==> config.mk <==
export PLATFORM = sky130hd
export DESIGN_NAME = rx_uart_flat
export DESIGN_NICKNAME = d
export VERILOG_FILES = /design/src/rtl/rx_uart_if.sv /design/src/rtl/rx_uart.sv /design/src/flat_wrapper.sv
export SDC_FILE = /design/constraint.sdc
export NUM_CORES = 1
export LEC_CHECK = 0
export ABC_AREA = 1
export BUFFER_PORTS_ARGS = -buffer_cell sky130_fd_sc_hd__buf_4
export CORE_UTILIZATION = 40
export DETAILED_ROUTE_END_ITERATION = 12
export PLACE_DENSITY = 0.69
export RECOVER_POWER = 50
export SYNTH_ARGS = -nofsm -noshare
export SYNTH_HDL_FRONTEND = slang
export SYNTH_SLANG_ARGS = --single-unit
==> constraint.sdc <==
create_clock -name Clk -period 1.7 [get_ports Clk]
set_clock_uncertainty 0.2 [all_clocks]
set_input_delay 0.17 -clock Clk [delete_from_list [all_inputs] [get_ports Clk]]
set_output_delay 0.17 -clock Clk [all_outputs]
set_load 0.02 [all_outputs]
==> src/rtl/rx_uart_if.sv <==
// Receive-side signal bundle for rx_uart: serial line in, FIFO write side out,
// plus the framing-error and overrun pulses.
interface rx_uart_if;
    logic       SerialDataIn;
    logic       RxFfFull;
    logic       RxFfWrEn;
    logic [7:0] RxFfWrData;
    logic       RxFrameErr;
    logic       RxOverrun;

    // Receiver side: consumes the line and FIFO status, produces writes and flags
    modport master (
        input  SerialDataIn,
        input  RxFfFull,
        output RxFfWrEn,
        output RxFfWrData,
        output RxFrameErr,
        output RxOverrun
    );

    // Environment side: drives the line and FIFO status, observes writes and flags
    modport slave (
        output SerialDataIn,
        output RxFfFull,
        input  RxFfWrEn,
        input  RxFfWrData,
        input  RxFrameErr,
        input  RxOverrun
    );
endinterface

==> src/rtl/rx_uart.sv <==
// 8N1 UART receiver: synchronises the serial line, validates the start bit at
// mid-bit, samples 8 data bits LSB first, checks the stop bit, then writes the
// byte to the RX FIFO or flags a framing error / overrun.
module rx_uart #(
    parameter int cbaudCnt = 108,
    parameter int cSyncStg = 2
) (
    input  logic     Clk,
    input  logic     RstB,
    rx_uart_if.master bus
);

    localparam logic [9:0] cBaud = 10'(cbaudCnt);
    localparam logic [9:0] cHalf = 10'(cbaudCnt / 2);

    typedef enum logic [2:0] {
        stIdle   = 3'd0,
        stStart  = 3'd1,
        stData   = 3'd2,
        stStop   = 3'd3,
        stWtIdle = 3'd4
    } state_t;

    state_t              r_state;
    logic [cSyncStg-1:0] r_sync;
    logic [9:0]          r_baud;
    logic [2:0]          r_bit_cnt;
    logic [7:0]          r_shift;
    logic                r_wr_en;
    logic [7:0]          r_wr_data;
    logic                r_frame_err;
    logic                r_overrun;

    logic                w_line;
    logic                w_tick;

    assign w_line = r_sync[cSyncStg-1];
    assign w_tick = (r_baud == 10'd1);

    assign bus.RxFfWrEn   = r_wr_en;
    assign bus.RxFfWrData = r_wr_data;
    assign bus.RxFrameErr = r_frame_err;
    assign bus.RxOverrun  = r_overrun;

    // Metastability synchroniser on the asynchronous serial pin; idles high
    always_ff @(posedge Clk or negedge RstB) begin
        if (!RstB) begin
            r_sync <= '1;
        end else begin
            r_sync <= {r_sync[cSyncStg-2:0], bus.SerialDataIn};
        end
    end

    // Frame state machine with registered one-cycle output pulses
    always_ff @(posedge Clk or negedge RstB) begin
        if (!RstB) begin
            r_state     <= stIdle;
            r_baud      <= cBaud;
            r_bit_cnt   <= '0;
            r_shift     <= '0;
            r_wr_en     <= 1'b0;
            r_wr_data   <= '0;
            r_frame_err <= 1'b0;
            r_overrun   <= 1'b0;
        end else begin
            r_wr_en     <= 1'b0;
            r_frame_err <= 1'b0;
            r_overrun   <= 1'b0;
            case (r_state)
                stIdle: begin
                    if (!w_line) begin
                        r_state <= stStart;
                        r_baud  <= cHalf;
                    end
                end
                stStart: begin
                    if (w_tick) begin
                        r_baud <= cBaud;
                        if (!w_line) begin
                            r_state   <= stData;
                            r_bit_cnt <= '0;
                        end else begin
                            r_state <= stIdle;
                        end
                    end else begin
                        r_baud <= r_baud - 10'd1;
                    end
                end
                stData: begin
                    if (w_tick) begin
                        r_baud    <= cBaud;
                        r_shift   <= {w_line, r_shift[7:1]};
                        r_bit_cnt <= r_bit_cnt + 3'd1;
                        if (r_bit_cnt == 3'd7) begin
                            r_state <= stStop;
                        end
                    end else begin
                        r_baud <= r_baud - 10'd1;
                    end
                end
                stStop: begin
                    if (w_tick) begin
                        r_baud <= cBaud;
                        if (w_line) begin
                            r_state <= stIdle;
                            if (bus.RxFfFull) begin
                                r_overrun <= 1'b1;
                            end else begin
                                r_wr_en   <= 1'b1;
                                r_wr_data <= r_shift;
                            end
                        end else begin
                            r_frame_err <= 1'b1;
                            r_state     <= stWtIdle;
                        end
                    end else begin
                        r_baud <= r_baud - 10'd1;
                    end
                end
                stWtIdle: begin
                    if (w_line) begin
                        r_state <= stIdle;
                    end
                end
                default: begin
                    r_state <= stIdle;
                end
            endcase
        end
    end

endmodule
==> src/flat_wrapper.sv <==
// flat-port wrapper written by rule: the top's interface ports become plain ports
module rx_uart_flat 
#(
    parameter int cbaudCnt = 108,
    parameter int cSyncStg = 2
)
  (Clk, RstB, bus_SerialDataIn, bus_RxFfFull, bus_RxFfWrEn, bus_RxFfWrData, bus_RxFrameErr, bus_RxOverrun);
  rx_uart_if bus_i ();
  input  logic Clk;
  input  logic RstB;
  input wire logic [$bits(bus_i.SerialDataIn)-1:0] bus_SerialDataIn;
  input wire logic [$bits(bus_i.RxFfFull)-1:0] bus_RxFfFull;
  output wire logic [$bits(bus_i.RxFfWrEn)-1:0] bus_RxFfWrEn;
  output wire logic [$bits(bus_i.RxFfWrData)-1:0] bus_RxFfWrData;
  output wire logic [$bits(bus_i.RxFrameErr)-1:0] bus_RxFrameErr;
  output wire logic [$bits(bus_i.RxOverrun)-1:0] bus_RxOverrun;
  assign bus_i.SerialDataIn = bus_SerialDataIn;
  assign bus_i.RxFfFull = bus_RxFfFull;
  assign bus_RxFfWrEn = bus_i.RxFfWrEn;
  assign bus_RxFfWrData = bus_i.RxFfWrData;
  assign bus_RxFrameErr = bus_i.RxFrameErr;
  assign bus_RxOverrun = bus_i.RxOverrun;
  rx_uart #(.cbaudCnt(cbaudCnt), .cSyncStg(cSyncStg)) u_core (.Clk(Clk), .RstB(RstB), .bus(bus_i));
endmodule
# Word-level counts from Yosys, hierarchy flattened
# Index checks and enable logic that the tools add are counted.
# classes
add_sub_neg,2
mul,0
n_div,0
magnitude_cmp,0
n_eq_ne,13
n_shift,0
n_mux,27
n_bitwise,1
n_reduce_logical,9
# ops
operator,n
3-bit two-way mux,10
10-bit two-way mux,2
10-bit case mux with 2 select lines,1
3-bit case mux with 5 select lines,1
1-bit two-way mux,11
10-bit by 1-bit equality test with 1-bit output (second input constant),1
2-bit by 1-bit != test with 1-bit output (second input constant),5
10-bit by 1-bit subtractor with 10-bit output (second input constant),1
4-bit AND reduction,2
3-bit by 2-bit equality test with 1-bit output (second input constant),2
3-bit equality test (second input constant),2
3-bit case mux with 2 select lines,1
6-bit AND reduction,1
2-bit != test (second input constant),2
2-bit AND reduction,2
2-bit nonzero test,2
3-bit by 1-bit adder with 3-bit output (second input constant),1
3-bit by 1-bit equality test with 1-bit output (second input constant),1
3-bit logical NOT,1
3-bit OR reduction,1
2-bit two-way mux,1
1-bit inverter,1
# totals
register_bits,37
latchBits,0
ramBits,0
rom_bits,0
in_bits,4
memories,0

# Logic depth before layout (Yosys ltp)
# depth
word_depth,4
ltp_mapped,9
depth_no_buf,9

# Least setup slack after synthesis
# Ideal clock, no wire load.
# synth_timing
kind,flip-flop to flip-flop
start,register u_core.r_baud[1]
end,"register u_core.r_wr_data[0], in the netlist u_core.bus.RxFfWrData[0]"
t_arrival_ps,1157
required_time_ps,1379
path_slack_ps,222
path_stages_with_launch,9
path_buffers,1
path_cell_list,dfrtp_1 inv_1 ha_1 nand2_1 nor2_2 nand2_4 buf_6 o21ai_1 nand2_1
# synth_via
elab_chain_len,2
# synth_lines
item,line_no,source
start: declaration,rx_uart.sv:26,logic [9:0] r_baud;
start signal: assignment,rx_uart.sv:58,r_baud <= cBaud;
start signal: assignment,rx_uart.sv:73,r_baud <= cHalf;
start signal: assignment,rx_uart.sv:78,r_baud <= cBaud;
10-bit by 1-bit equality test with 1-bit output,rx_uart.sv:38,assign w_tick = (r_baud == 10'd1);
4-bit AND reduction (no line),--,
end signal: assignment,rx_uart.sv:110,r_wr_data <= r_shift;
end: declaration,rx_uart.sv:30,logic [7:0] r_wr_data;
# Every way passes these cells.
# A chain may end at the register's enable or synchronous reset.

# Worst setup path in the final report
# layout_timing
start,register u_core.r_baud[1]
end,"register u_core.r_wr_data[2], in the netlist u_core.bus.RxFfWrData[2]"
# Same word-level chain as after synthesis.

==> results.md <==
* Outcome: completed
* Dpl hpwl at 2585 µm
* Drt wl/cell at 12.21 µm
* Die Height at 70.00 µm
* Starting density of the core at 42.18%
* Max Cap Viol at 0
* Final setup violation count at 0
* Die X at 70.00 µm
* Root Driver: clkbuf_8
* Core Area at 4384 µm²
* Routability congestion estimate at 0.8411
* Pwr Density at 833.1 nW/µm²
* WS Path Type: reg -> reg
* CTS tree: yes
* Max_slew headroom at 40.47%
* LEAKAGE at 1.262 nW
* Initial antenna violation count at 0
* Post-synth top area share at 41.95%
* Pins Over Slew Limit at 0
* Top area cells in the synthesized netlist: dfrtp_1 (42%), nand2_1 (16%), dfstp_2 (8.5%)
* CTS buffer count at 5
* Remaining DRCs at 0
* Boundary Pins at 15
* Routed Antenna Nets at 0
* CP arrival at 1.62 ns
* Worst-path clk slew at 0.08 ns
* Vias per cell at 5.016
* WP data required at 1.70 ns
* Worst vdd ir at 0.5401 mV
* Synth unique cells at 22
* Clock group share of total power at 50.5%
* GR Util All Layers at 16.71%
* Net load switching power at 0.0003731 W
* Post-Route WL at 3723 µm
* Global route overflow at 0
* Sw Share at 20.08%
* Share of cells above drive strength 1 at 23.32%
* Clock Tree Buf Depth at 2
* Port Buffers at 14
* Area grow syn2layout at 20.64%
* Final hold vios at 0
* Hold/Removal Path Class: reg -> reg
* Synth warn at 0
* Largest net degree at the start of global routing at 38
* Num Clock Sinks at 37
* Cell Area, Placed at 2008 µm²
* Worst slew pin tran at 0.8930 ns
* CP Capture Type: register
* First-pass DRT Iterations at 4
* Sequential share of power at 47.7%
* Seq/Total Area, Yosys at 50.47%
* Setup TNS Final at 0 ns
* Diode count at 0
* Area leader, netlist: dfrtp_1
* Crit-path max FO at 7
* CP startpoint kind: register
* Syn_nets at 232
* Maximum clock rate at 618.5 MHz
* Starting DRT DRC Count at 69
* H-tree depth at 2
* Synthesized area at 1849 µm²
* Std-Cell Rows at 24
* Layout Cell Area excl Fill at 2231 µm²
* Final net count at 260
* Cells after Synth at 224
* Number of global-route vias before repair at 1428
* Avg Cell Area, Syn at 8.256 µm²
* Full die area at 4899 µm²
* Via Count at 1530
* Logic pwr share at 1.8%
* Tcrit/Tclk final at 95.11%
* Tmin final at 1.617 ns
* Worst skew pair latency at 0.30 ns
* Yosys reg bits at 37
* Internal Power at 0.001485 W
* First-pass GRT wire length at 6417 µm
-- critical path: stages (launching register included) --
cell	delay [ns]
dfrtp_1	0.41
inv_2	0.07
ha_2	0.17
nand2_1	0.08
nor2_4	0.15
buf_4	0.13
nand2_2	0.10
o21ai_1	0.15
nand2_1	0.06
-- power groups by stage --
stage | Sequential (W) | Combinational, W | Clock (W)
after floorplan | 0.000903 | 0.00000616 | 0
after global placement | 0.000904 | 0.0000308 | 0
after detailed placement | 0.000904 | 0.0000309 | 0
after CTS | 0.000887 | 0.0000363 | 0.000956
after global routing | 0.000887 | 0.0000395 | 0.000979
final | 0.000887 | 0.0000334 | 0.000938
-- stage by stage --
stage / util [%] / setup WS, ns / power, W / hold WS (ns) / instances
floorplan: - / 0.2223 / 0.0009096 / -0.3256 / 224
global placement: 45.80 / 0.04769 / 0.0009345 / -0.04142 / 289
detailed placement: 45.80 / 0.06258 / 0.0009347 / -0.03752 / 289
CTS: 49.63 / 0.05505 / 0.001879 / 0.1584 / 300
global route: 50.88 / -0.01772 / 0.001906 / 0.1600 / 305
finish: 50.88 / 0.08321 / 0.001859 / 0.1578 / 305
-- what timing repair did --
action | in CTS | in global routing
endpoints found under the setup margin | 0 | 11
setup buffers | 0 | 4
hold buffers | 3 | 0
endpoints found under the hold margin | 39 | 0
resized for setup | 0 | 8
-- logic make-up after synthesis --
| family | share of synthesized area (%) |
|---|---|
| AND/OR/NAND/NOR | 35.45 |
| AO/OA/AOI/OAI | 6.089 |
| flip-flops | 50.47 |
| buffers and inverters | 5.278 |
| adder cells (fa/ha/maj) | 2.706 |
-- routing by layer --
layer  GRT usage [%]  up-vias  wire length, µm  share of wire [%]
met5               0        -                0                  0
met4           8.000        0               82                2.2
met3           3.608       10              101                2.7
met1           21.42      730             1751                 47
met2           26.82       18             1788                 48
li1                -      772                -                  -
-- registers in the layout, summed over array words and instances (netlist names) --
| signal | flops |
|---|---|
| u_core.r_baud | 10 |
| u_core.bus.RxFfWrData | 8 |
| u_core.r_shift | 8 |
| u_core.r_bit_cnt | 3 |
| u_core.r_state | 3 |
| u_core.r_sync | 2 |
| u_core.bus.RxFfWrEn | 1 |
| u_core.bus.RxFrameErr | 1 |
| u_core.bus.RxOverrun | 1 |
-- area by class of cell --
cell class | instances | area (µm²)
Timing Repair Buffer | 22 | 170.2
Inverter | 21 | 78.83
Tap cell | 52 | 65.06
Clock inverter | 3 | 68.82
Multi-Input combinational cell | 165 | 844.6
Sequential cell | 37 | 934.6
Clock buffer | 5 | 68.82
Fill cell | 419 | 2153
-- cell usage after synthesis --
cell type and count:
nand2_1 78, dfrtp_1 31, nand3_1 24, nor2_1 18
inv_1 14, o21ai_1 14, inv_2 7, o21ai_0 7
dfstp_2 6, ha_1 4, nor2_2 4, nor2_4 4
nand2_2 2, nand2_4 2, nand3b_1 2, buf_4 1
buf_6 1, nand3_2 1, nand3b_4 1, nor2_8 1
nor3_1 1, o21bai_1 1
-- cell usage in the layout (no fill, tap or decap), drive strengths merged, types with 2 or more instances in the layout --
master / count
bufinv: 2
clkbuf: 8
nand2: 83
o21ai: 21
ha: 4
dfrtp: 31
nor2: 27
nand3: 25
dfstp: 6
nand3b: 3
buf: 16
inv: 22
dlygate4sd3: 3
-- path summary, 6_finish.rpt --
kind                             startpoint                  endpoint  slack [ns]  cells after the start
min                        u_core.r_sync[0]          u_core.r_sync[1]        0.16                      0
max                        u_core.r_baud[1]  u_core.bus.RxFfWrData[2]        0.08                      8
min reg2reg                u_core.r_sync[0]          u_core.r_sync[1]        0.16                      0
max in group asynchronous              RstB          u_core.r_baud[0]        0.37                      2
min in group asynchronous              RstB          u_core.r_baud[8]        0.32                      2
max reg2reg                u_core.r_baud[1]  u_core.bus.RxFfWrData[2]        0.08                      8
Note: power is estimated with default switching activity, not from simulation.
